**config.mk**
```make
export PLATFORM = sky130hd
export DESIGN_NAME = spad_ring_buffer
export DESIGN_NICKNAME = d
export VERILOG_FILES = /design/src/rtl/spad_ring_buffer.sv
export SDC_FILE = /design/constraint.sdc
export NUM_CORES = 1
export LEC_CHECK = 0
export CAP_MARGIN = 20
export CORE_UTILIZATION = 46
export DETAILED_ROUTE_END_ITERATION = 7
export PLACE_DENSITY = 0.61
export SLEW_MARGIN = 20
export SYNTH_ARGS = -nofsm -noshare
export SYNTH_HDL_FRONTEND = slang
export SYNTH_SLANG_ARGS = --single-unit
export TNS_END_PERCENT = 1
```
**constraint.sdc**
```tcl
create_clock -name clk -period 7.2 [get_ports clk]
set_input_delay 1.08 -clock clk [delete_from_list [all_inputs] [get_ports clk]]
set_output_delay 1.08 -clock clk [all_outputs]
set_load 0.02 [all_outputs]
```
**src/rtl/spad_ring_buffer.sv**
```systemverilog
// spad_ring_buffer: multi-port register-array scratch pad for the PE datapath.
// Two addressing modes share one array. In direct mode every port addresses
// an absolute entry. In ring mode the array is a sliding window: writes append
// at a tail pointer, reads are offsets from a head pointer, and pop slides the
// head forward. DEPTH need not be a power of two, so every pointer wrap is an
// explicit compare-and-subtract. Read latency is 0 (combinational) or 1
// (registered). Both latencies return the old data on a read-during-write.

module spad_ring_buffer #(
    parameter int DATA_WIDTH = 16,
    parameter int DEPTH      = 12,
    parameter int NUM_RD     = 2,
    parameter int RD_LATENCY = 1,
    parameter int ADDR_WIDTH = $clog2(DEPTH),
    parameter int CNT_WIDTH  = $clog2(DEPTH + 1)
) (
    input  logic                         clk,
    input  logic                         rstn,
    input  logic                         i_mode,
    input  logic                         i_clear,
    input  logic                         i_wrValid,
    output logic                         o_wrReady,
    input  logic [ADDR_WIDTH-1:0]        i_wrAddr,
    input  logic [DATA_WIDTH-1:0]        i_wrData,
    input  logic [NUM_RD-1:0]            i_rdEn,
    input  logic [NUM_RD*ADDR_WIDTH-1:0] i_rdAddr,
    output logic [NUM_RD*DATA_WIDTH-1:0] o_rdData,
    output logic [NUM_RD-1:0]            o_rdValid,
    input  logic                         i_pop,
    input  logic [CNT_WIDTH-1:0]         i_popCnt,
    output logic [CNT_WIDTH-1:0]         o_count,
    output logic                         o_full,
    output logic                         o_empty
);

    // One extra bit over the occupancy width holds pointer + step without
    // overflow, because both operands stay below 2*DEPTH.
    localparam int SUM_WIDTH = CNT_WIDTH + 1;
    localparam logic [SUM_WIDTH-1:0] L_DEPTH_SUM = SUM_WIDTH'(DEPTH);
    localparam logic [CNT_WIDTH-1:0] L_DEPTH_CNT = CNT_WIDTH'(DEPTH);

    logic [DATA_WIDTH-1:0] r_mem [DEPTH];
    logic [ADDR_WIDTH-1:0] r_head;
    logic [ADDR_WIDTH-1:0] r_tail;
    logic [CNT_WIDTH-1:0]  r_count;

    logic                  w_full;
    logic                  w_empty;
    logic                  w_wrReady;
    logic                  w_wrAccept;
    logic                  w_wrInRange;
    logic [ADDR_WIDTH-1:0] w_wrIndex;
    logic                  w_ringWrite;
    logic [CNT_WIDTH-1:0]  w_popN;
    logic [SUM_WIDTH-1:0]  w_countSum;
    logic [CNT_WIDTH-1:0]  w_countNext;
    logic [ADDR_WIDTH-1:0] w_headNext;
    logic [ADDR_WIDTH-1:0] w_tailNext;

    logic [ADDR_WIDTH-1:0] w_rdOffset [NUM_RD];
    logic [ADDR_WIDTH-1:0] w_rdIndex  [NUM_RD];
    logic [DATA_WIDTH-1:0] w_rdWord   [NUM_RD];
    logic [NUM_RD-1:0]     w_rdInRange;

    // Advance a pointer by step entries, wrapping with a single subtract.
    // Callers guarantee base < DEPTH and step <= DEPTH whenever the result
    // is actually used.
    function automatic logic [ADDR_WIDTH-1:0] wrapAdd(
        input logic [ADDR_WIDTH-1:0] base,
        input logic [SUM_WIDTH-1:0]  step
    );
        logic [SUM_WIDTH-1:0] sum;
        sum = SUM_WIDTH'(base) + step;
        if (sum >= L_DEPTH_SUM) begin
            sum = sum - L_DEPTH_SUM;
        end
        return ADDR_WIDTH'(sum);
    endfunction

    // Status flags come straight from the occupancy register.
    assign w_full  = (r_count == L_DEPTH_CNT);
    assign w_empty = (r_count == '0);

    // Write handshake. The ring-mode ready looks at the current count only,
    // so a same-cycle pop cannot make room for a write while full.
    assign w_wrReady   = i_mode ? !w_full : 1'b1;
    assign w_wrAccept  = i_wrValid && w_wrReady;
    assign w_wrInRange = i_mode || (SUM_WIDTH'(i_wrAddr) < L_DEPTH_SUM);
    assign w_wrIndex   = i_mode ? r_tail : i_wrAddr;
    assign w_ringWrite = i_mode && w_wrAccept;

    // A pop discards at most the entries currently held.
    always_comb begin
        w_popN = '0;
        if (i_mode && i_pop) begin
            w_popN = (i_popCnt < r_count) ? i_popCnt : r_count;
        end
    end

    // Next-state pointer and occupancy arithmetic. The count never goes
    // negative because the pop amount is bounded by the current count.
    assign w_countSum  = SUM_WIDTH'(r_count) + SUM_WIDTH'(w_ringWrite) - SUM_WIDTH'(w_popN);
    assign w_countNext = CNT_WIDTH'(w_countSum);
    assign w_headNext  = wrapAdd(r_head, SUM_WIDTH'(w_popN));
    assign w_tailNext  = wrapAdd(r_tail, SUM_WIDTH'(1));

    // Pointer and occupancy registers. Clear beats write and pop. Direct mode
    // leaves the ring state untouched so a mode change never moves pointers.
    always_ff @(posedge clk) begin
        if (!rstn) begin
            r_head  <= '0;
            r_tail  <= '0;
            r_count <= '0;
        end else if (i_clear) begin
            r_head  <= '0;
            r_tail  <= '0;
            r_count <= '0;
        end else if (i_mode) begin
            r_head  <= w_headNext;
            r_count <= w_countNext;
            if (w_wrAccept) begin
                r_tail <= w_tailNext;
            end
        end
    end

    // Storage array. Reset zeroes every entry. Clear only flushes pointers and
    // also suppresses a same-cycle write. Out-of-range direct writes are dropped.
    always_ff @(posedge clk) begin
        if (!rstn) begin
            for (int e = 0; e < DEPTH; e++) begin
                r_mem[e] <= '0;
            end
        end else if (!i_clear && w_wrAccept && w_wrInRange) begin
            r_mem[w_wrIndex] <= i_wrData;
        end
    end

    // Per-port address decode. Ring reads are valid only below the current
    // occupancy. The index is forced to 0 when out of range, so the array is
    // never indexed past DEPTH.
    for (genvar g = 0; g < NUM_RD; g++) begin : g_rdDecode
        assign w_rdOffset[g]  = i_rdAddr[g*ADDR_WIDTH +: ADDR_WIDTH];
        assign w_rdInRange[g] = i_mode ? (CNT_WIDTH'(w_rdOffset[g]) < r_count)
                                       : (SUM_WIDTH'(w_rdOffset[g]) < L_DEPTH_SUM);
        assign w_rdIndex[g]   = !w_rdInRange[g] ? '0
                              : (i_mode ? wrapAdd(r_head, SUM_WIDTH'(w_rdOffset[g]))
                                        : w_rdOffset[g]);
        assign w_rdWord[g]    = w_rdInRange[g] ? r_mem[w_rdIndex[g]] : '0;
    end

    if (RD_LATENCY == 0) begin : g_rdComb
        // Combinational read path. The array updates only at the edge, so a
        // same-cycle write is not yet visible and the old data is returned.
        for (genvar g = 0; g < NUM_RD; g++) begin : g_port
            assign o_rdValid[g] = i_rdEn[g] && w_rdInRange[g];
            assign o_rdData[g*DATA_WIDTH +: DATA_WIDTH] =
                o_rdValid[g] ? w_rdWord[g] : '0;
        end
    end else begin : g_rdReg
        logic [DATA_WIDTH-1:0] r_rdData [NUM_RD];
        logic [NUM_RD-1:0]     r_rdValid;

        // Registered read path. Data and range are sampled before this edge's
        // write and count update. Data holds while the port is idle.
        always_ff @(posedge clk) begin
            if (!rstn) begin
                for (int p = 0; p < NUM_RD; p++) begin
                    r_rdData[p] <= '0;
                end
                r_rdValid <= '0;
            end else begin
                for (int p = 0; p < NUM_RD; p++) begin
                    if (i_rdEn[p]) begin
                        r_rdData[p]  <= w_rdWord[p];
                        r_rdValid[p] <= w_rdInRange[p];
                    end else begin
                        r_rdValid[p] <= 1'b0;
                    end
                end
            end
        end

        for (genvar g = 0; g < NUM_RD; g++) begin : g_port
            assign o_rdData[g*DATA_WIDTH +: DATA_WIDTH] = r_rdData[g];
        end
        assign o_rdValid = r_rdValid;
    end

    assign o_wrReady = w_wrReady;
    assign o_count   = r_count;
    assign o_full    = w_full;
    assign o_empty   = w_empty;

endmodule

```
Word-level counts from Yosys, hierarchy flattened
Memory sizes are Yosys's and may differ from the RTL's.
Cells that the tools add are included.
{"block": "classes", "n_addsub": 10, "n_lt_le_gt_ge": 10, "eq_ne": 1, "mux": 31, "bitwise": 3, "reduce_logical": 14}
{"operator": "two-way mux 16 bit", "count": 5}
{"operator": "two-way mux 4 bit", "count": 12}
{"operator": ">= comparator 5 x 4 -> 1 bit (second input constant)", "count": 4}
{"operator": "OR reduction 16 bit", "count": 1}
{"operator": "subtractor 4 bit (second input constant)", "count": 4}
{"operator": "adder 4 x 4 -> 5 bit", "count": 3}
{"operator": "two-way mux 1 bit", "count": 14}
{"operator": "< comparator 4 bit", "count": 3}
{"operator": "< comparator 4 bit (second input constant)", "count": 3}
{"operator": "AND reduction 2 bit", "count": 3}
{"operator": "adder 4 x 1 -> 5 bit (second input constant)", "count": 1}
{"operator": "logical AND 1 bit", "count": 5}
{"operator": "adder 4 x 1 -> 4 bit", "count": 1}
{"operator": "equality test 4 bit (second input constant)", "count": 1}
{"operator": "zero test 4 bit", "count": 1}
{"operator": "subtractor 4 bit", "count": 1}
{"operator": "zero test 1 bit", "count": 2}
{"operator": "OR 1 bit", "count": 2}
{"operator": "OR reduction 2 bit", "count": 1}
{"operator": "logical OR 1 bit", "count": 1}
{"operator": "NOT 1 bit", "count": 1}
{"block": "totals", "reg_bits": 14, "mem_bits_rw": 224, "out_inout_bits": 41, "n_memories": 2}
{"memory": "r_mem", "words": 12, "word_bits": 16, "rd": 2, "rd_ports_with_merged_regs": 0, "write_ports": 12, "line": "42", "rtl": "logic [DATA_WIDTH-1:0] r_mem [DEPTH];"}
{"memory": "g_rdReg.r_rdData", "words": 2, "word_bits": 16, "rd": 2, "rd_ports_with_merged_regs": 0, "write_ports": 2, "line": "161", "rtl": "logic [DATA_WIDTH-1:0] r_rdData [NUM_RD];"}

Depth between registers and ports, before layout
{"block": "depth", "ltp_word": 11, "depth_mapped": 19, "depth_no_buf": 19}

Least setup slack after synthesis
No wires, ideal clock.
{"block": "synth_path", "path_kind": "input to register", "start": "in i_rdAddr[1]", "end": "mem g_rdReg.r_rdData[0][13] (data pin)", "t_arrival_ps": 3871, "required_time_ps": 6922, "setup_slack_ps": 3051, "stages": 14, "n_path_buf": 2, "path_cell_list": "ha_1 a21o_1 a21oi_1 xor2_1 inv_1 ha_1 nor3b_1 a2111oi_0 o22ai_1 a31oi_2 or2_1 clkbuf_1 clkbuf_1 o221ai_1"}
{"item": "start: declaration", "line": "26", "rtl": "input logic [NUM_RD*ADDR_WIDTH-1:0] i_rdAddr,"}
{"item": "end: declaration", "line": "161"}

==> flow_summary.json <==
{
  "fin_tns_setup_ns": 0,
  "clk_path_buf_depth": 3,
  "hold_viol": 0,
  "syn_to_final_growth_pct": 14.87,
  "avgSynthCellArea_um2": 11.13,
  "powerDensity_nw_per_um2": 239.2,
  "fin_nets": 1591,
  "dp_hpwl_mm": 32.75,
  "routed_wl_mm": 53.13,
  "slowest_delay_ns": 1.02,
  "tightest_slew_ns": 1.176,
  "num_rows": 69,
  "internal_power_mw": 3.297,
  "p_seq_frac": 0.448,
  "status": "completed",
  "grt_pass1_vias": 12560,
  "max_slew_margin": 0.2157,
  "final-setup-viol-count": 0,
  "slowest_stage": "nor4_4",
  "critPathBufInv": 2,
  "path_clk_slew_ns": 0.06,
  "synth_seq_area_share": 0.5402,
  "port_buffers": 80,
  "r2r_setup_slack_ns": 2.75,
  "drt_iter0_drc": 1264,
  "ys.flop_type": "edfxtp_1",
  "final_area_um2": 18990,
  "fin_skew_ns": 0.01335,
  "finalMaxSlewViolations": 0,
  "timing.final.crit_share": 0.7006,
  "yosysWarnings": 0,
  "rsz0062_at_grt": "false",
  "required_ns": 7.52,
  "final_common_cell": "edfxtp_1",
  "reg2reg_from": "r_head[1]",
  "drc": 0,
  "fp.dieW_um": 191.6,
  "ant_nets": 0,
  "power.leakage_nw": 6.886,
  "startpoint": "i_rdAddr[1]",
  "swShare": 0.2741,
  "first_pass_iters": 6,
  "hold_class": "register to register",
  "cts_sinks": 302,
  "postCtsSetupRepairBufs": 0,
  "drv_cap": 0,
  "coreArea_um2": 35480,
  "clkPwrFrac": 0.393,
  "async_reset_ff_frac": 0,
  "netlist_instances": 1485,
  "dpl-instance-area_um2": 17790,
  "drive_gt1_frac": 0.1110,
  "vias": 12910,
  "critPathTopFamily": "compound AO/OA/AOI/OAI gates",
  "hold_buffers": 0,
  "dieArea_um2": 36690,
  "cts_buffers": 35,
  "antennaDiodeCount": 0,
  "crit_type": "input pin to register",
  "die_h_um": 191.6,
  "grt_max_degree": 68,
  "ys_types": 67,
  "cts_resized": 0,
  "max-vdd-ir-drop_uv": 134.0,
  "r2r_end": "g_rdReg.r_rdData[0][0]",
  "layout_min_cycle_time_ns": 5.045,
  "timing.hold.ws_ns": 0.5739,
  "reg2regPathDepth": 12,
  "synth_seq_cells": 302,
  "root_buffer": "clkbuf_16",
  "critPathLaunchType": "input pin",
  "grt_pass1_wl_mm": 78.79,
  "fmax_mhz": 198.2,
  "io_pins": 81,
  "endpoint_kind": "register",
  "crit_chain": "clkdlybuf4s50_1 -> ha_1 -> a21o_1 -> a21oi_1 -> xor2_1 -> inv_1 -> ha_1 -> nor3b_1 -> a211oi_1 -> a31oi_2 -> nor4_4 -> a32oi_1 -> o221ai_1",
  "crit_end": "g_rdReg.r_rdData[0][0]",
  "synth_edf_count": 288,
  "vias_per_cell": 6.453,
  "pwr-share-comb": 0.158,
  "start_util": 0.4658,
  "syn-cell-area_um2": 16530,
  "wl_per_cell_um": 26.55,
  "total_power_mw": 4.541,
  "final_cell_mix": "edfxtp_1, and2_1, nand2_1",
  "cp.depth": 13,
  "holdPathStages": 2,
  "insertion_delay_ns": 0.53,
  "power_switching_mw": 1.245,
  "cts_tree": "yes",
  "htree_levels": 2,
  "crit_arrival_ns": 5.36,
  "gp_congestion": 0.8799,
  "cp_max_fo": 16,
  "antenna_found_initial": 0,
  "syn_nets": 1562,
  "grt.overflow.total": 0,
  "path_common_cell": "ha_1",
  "grt_use_total": 0.2915
}
area by class of cell:
type	count	area, um2
well taps	461	576.8
flip-flops and latches	302	8929
clock buffers	43	935.9
multi-input cells	1034	7123
inverters	21	78.83
repair buffers	120	1129
fillers	3105	16500
clock inverters	20	214.0
sequential cells by signal, summed over array words and instances, names as in the netlist:
name	cells
r_mem	256
r_tail	4
o_rdValid	2
r_head	4
g_rdReg.r_rdData	32
o_count	4
routing by layer:
metal	track usage	wire [um]	vias up	part of all wire
met3	0.03837	3966	136	0.075
met2	0.4823	25260	688	0.48
met4	0.1325	2483	0	0.047
met1	0.3805	21420	6344	0.40
li1	-	-	5745	-
met5	0	0	-	0
cells by family (layout without fill, tap and decap cells):
| group | after synthesis | in the layout | synth area share |
|---|---|---|---|
| AO/OA/AOI/OAI | 420 | 420 | 0.1906 |
| XOR/XNOR | 12 | 12 | 0.006359 |
| adder cells (fa/ha/maj) | 37 | 37 | 0.02983 |
| buffers and inverters | 149 | 204 | 0.03770 |
| flip-flops | 302 | 302 | 0.5402 |
| multiplexers | 64 | 64 | 0.03906 |
| AND/OR/NAND/NOR | 501 | 501 | 0.1562 |
Yosys cell counts, types with 15 or more instances:
| cell type | instances | area share |
|---|---|---|
| nand3_1 | 63 | 0.019 |
| a22oi_1 | 15 | 0.0068 |
| clkbuf_1 | 101 | 0.023 |
| edfxtp_1 | 288 | 0.52 |
| o21ai_0 | 50 | 0.015 |
| buf_2 | 15 | 0.0045 |
| mux2i_1 | 60 | 0.036 |
| o32a_1 | 15 | 0.0091 |
| a32oi_1 | 16 | 0.0085 |
| nand2_1 | 152 | 0.035 |
| o221ai_1 | 16 | 0.0085 |
| a32o_1 | 15 | 0.0091 |
| a221oi_1 | 16 | 0.0085 |
| inv_1 | 21 | 0.0048 |
| a211oi_1 | 39 | 0.018 |
| o22ai_1 | 35 | 0.013 |
| a21o_1 | 24 | 0.011 |
| a21oi_1 | 51 | 0.015 |
| ha_1 | 33 | 0.025 |
| a31oi_1 | 19 | 0.0072 |
| a31o_2 | 30 | 0.016 |
| o32ai_1 | 33 | 0.017 |
| nor2_1 | 48 | 0.011 |
| a311oi_1 | 16 | 0.0085 |
| and2_1 | 197 | 0.075 |
worst min-delay path by stage:
stage          startpoint         to  slack, ns
6_report        r_head[2]  r_head[2]       0.57
5_1_grt         r_head[2]  r_head[2]       0.58
4_1_cts         r_head[2]  r_head[2]       0.57
3_3_place_gp    r_head[2]  r_head[2]       0.56
3_5_place_dp    r_head[2]  r_head[2]       0.56
2_1_floorplan   r_head[2]  r_head[2]       0.50
power by group through the flow:
stage / registers [mW] / clock network [mW] / logic, mW
detailed placement: 2.07 / 0 / 0.709
global placement: 2.07 / 0 / 0.702
global route: 2.04 / 1.87 / 0.765
CTS: 2.04 / 1.80 / 0.713
finish: 2.04 / 1.79 / 0.719
floorplan: 2.08 / 0 / 0.415
tightest hold or removal path, stage by stage (launching register included):
cell     delay [ns]
dfxtp_1        0.37
nor2_1         0.11
nor3_1         0.05
stage by stage:
stage	setup WS, ns	utilization	std cells
5_1_grt	1.932	0.5351	2001
3_5_place_dp	1.666	0.5015	1935
2_1_floorplan	3.051	-	1485
4_1_cts	2.179	0.5339	1998
3_3_place_gp	1.753	0.5013	1935
6_report	2.155	0.5351	2001
(Power assumes the default switching activity.)
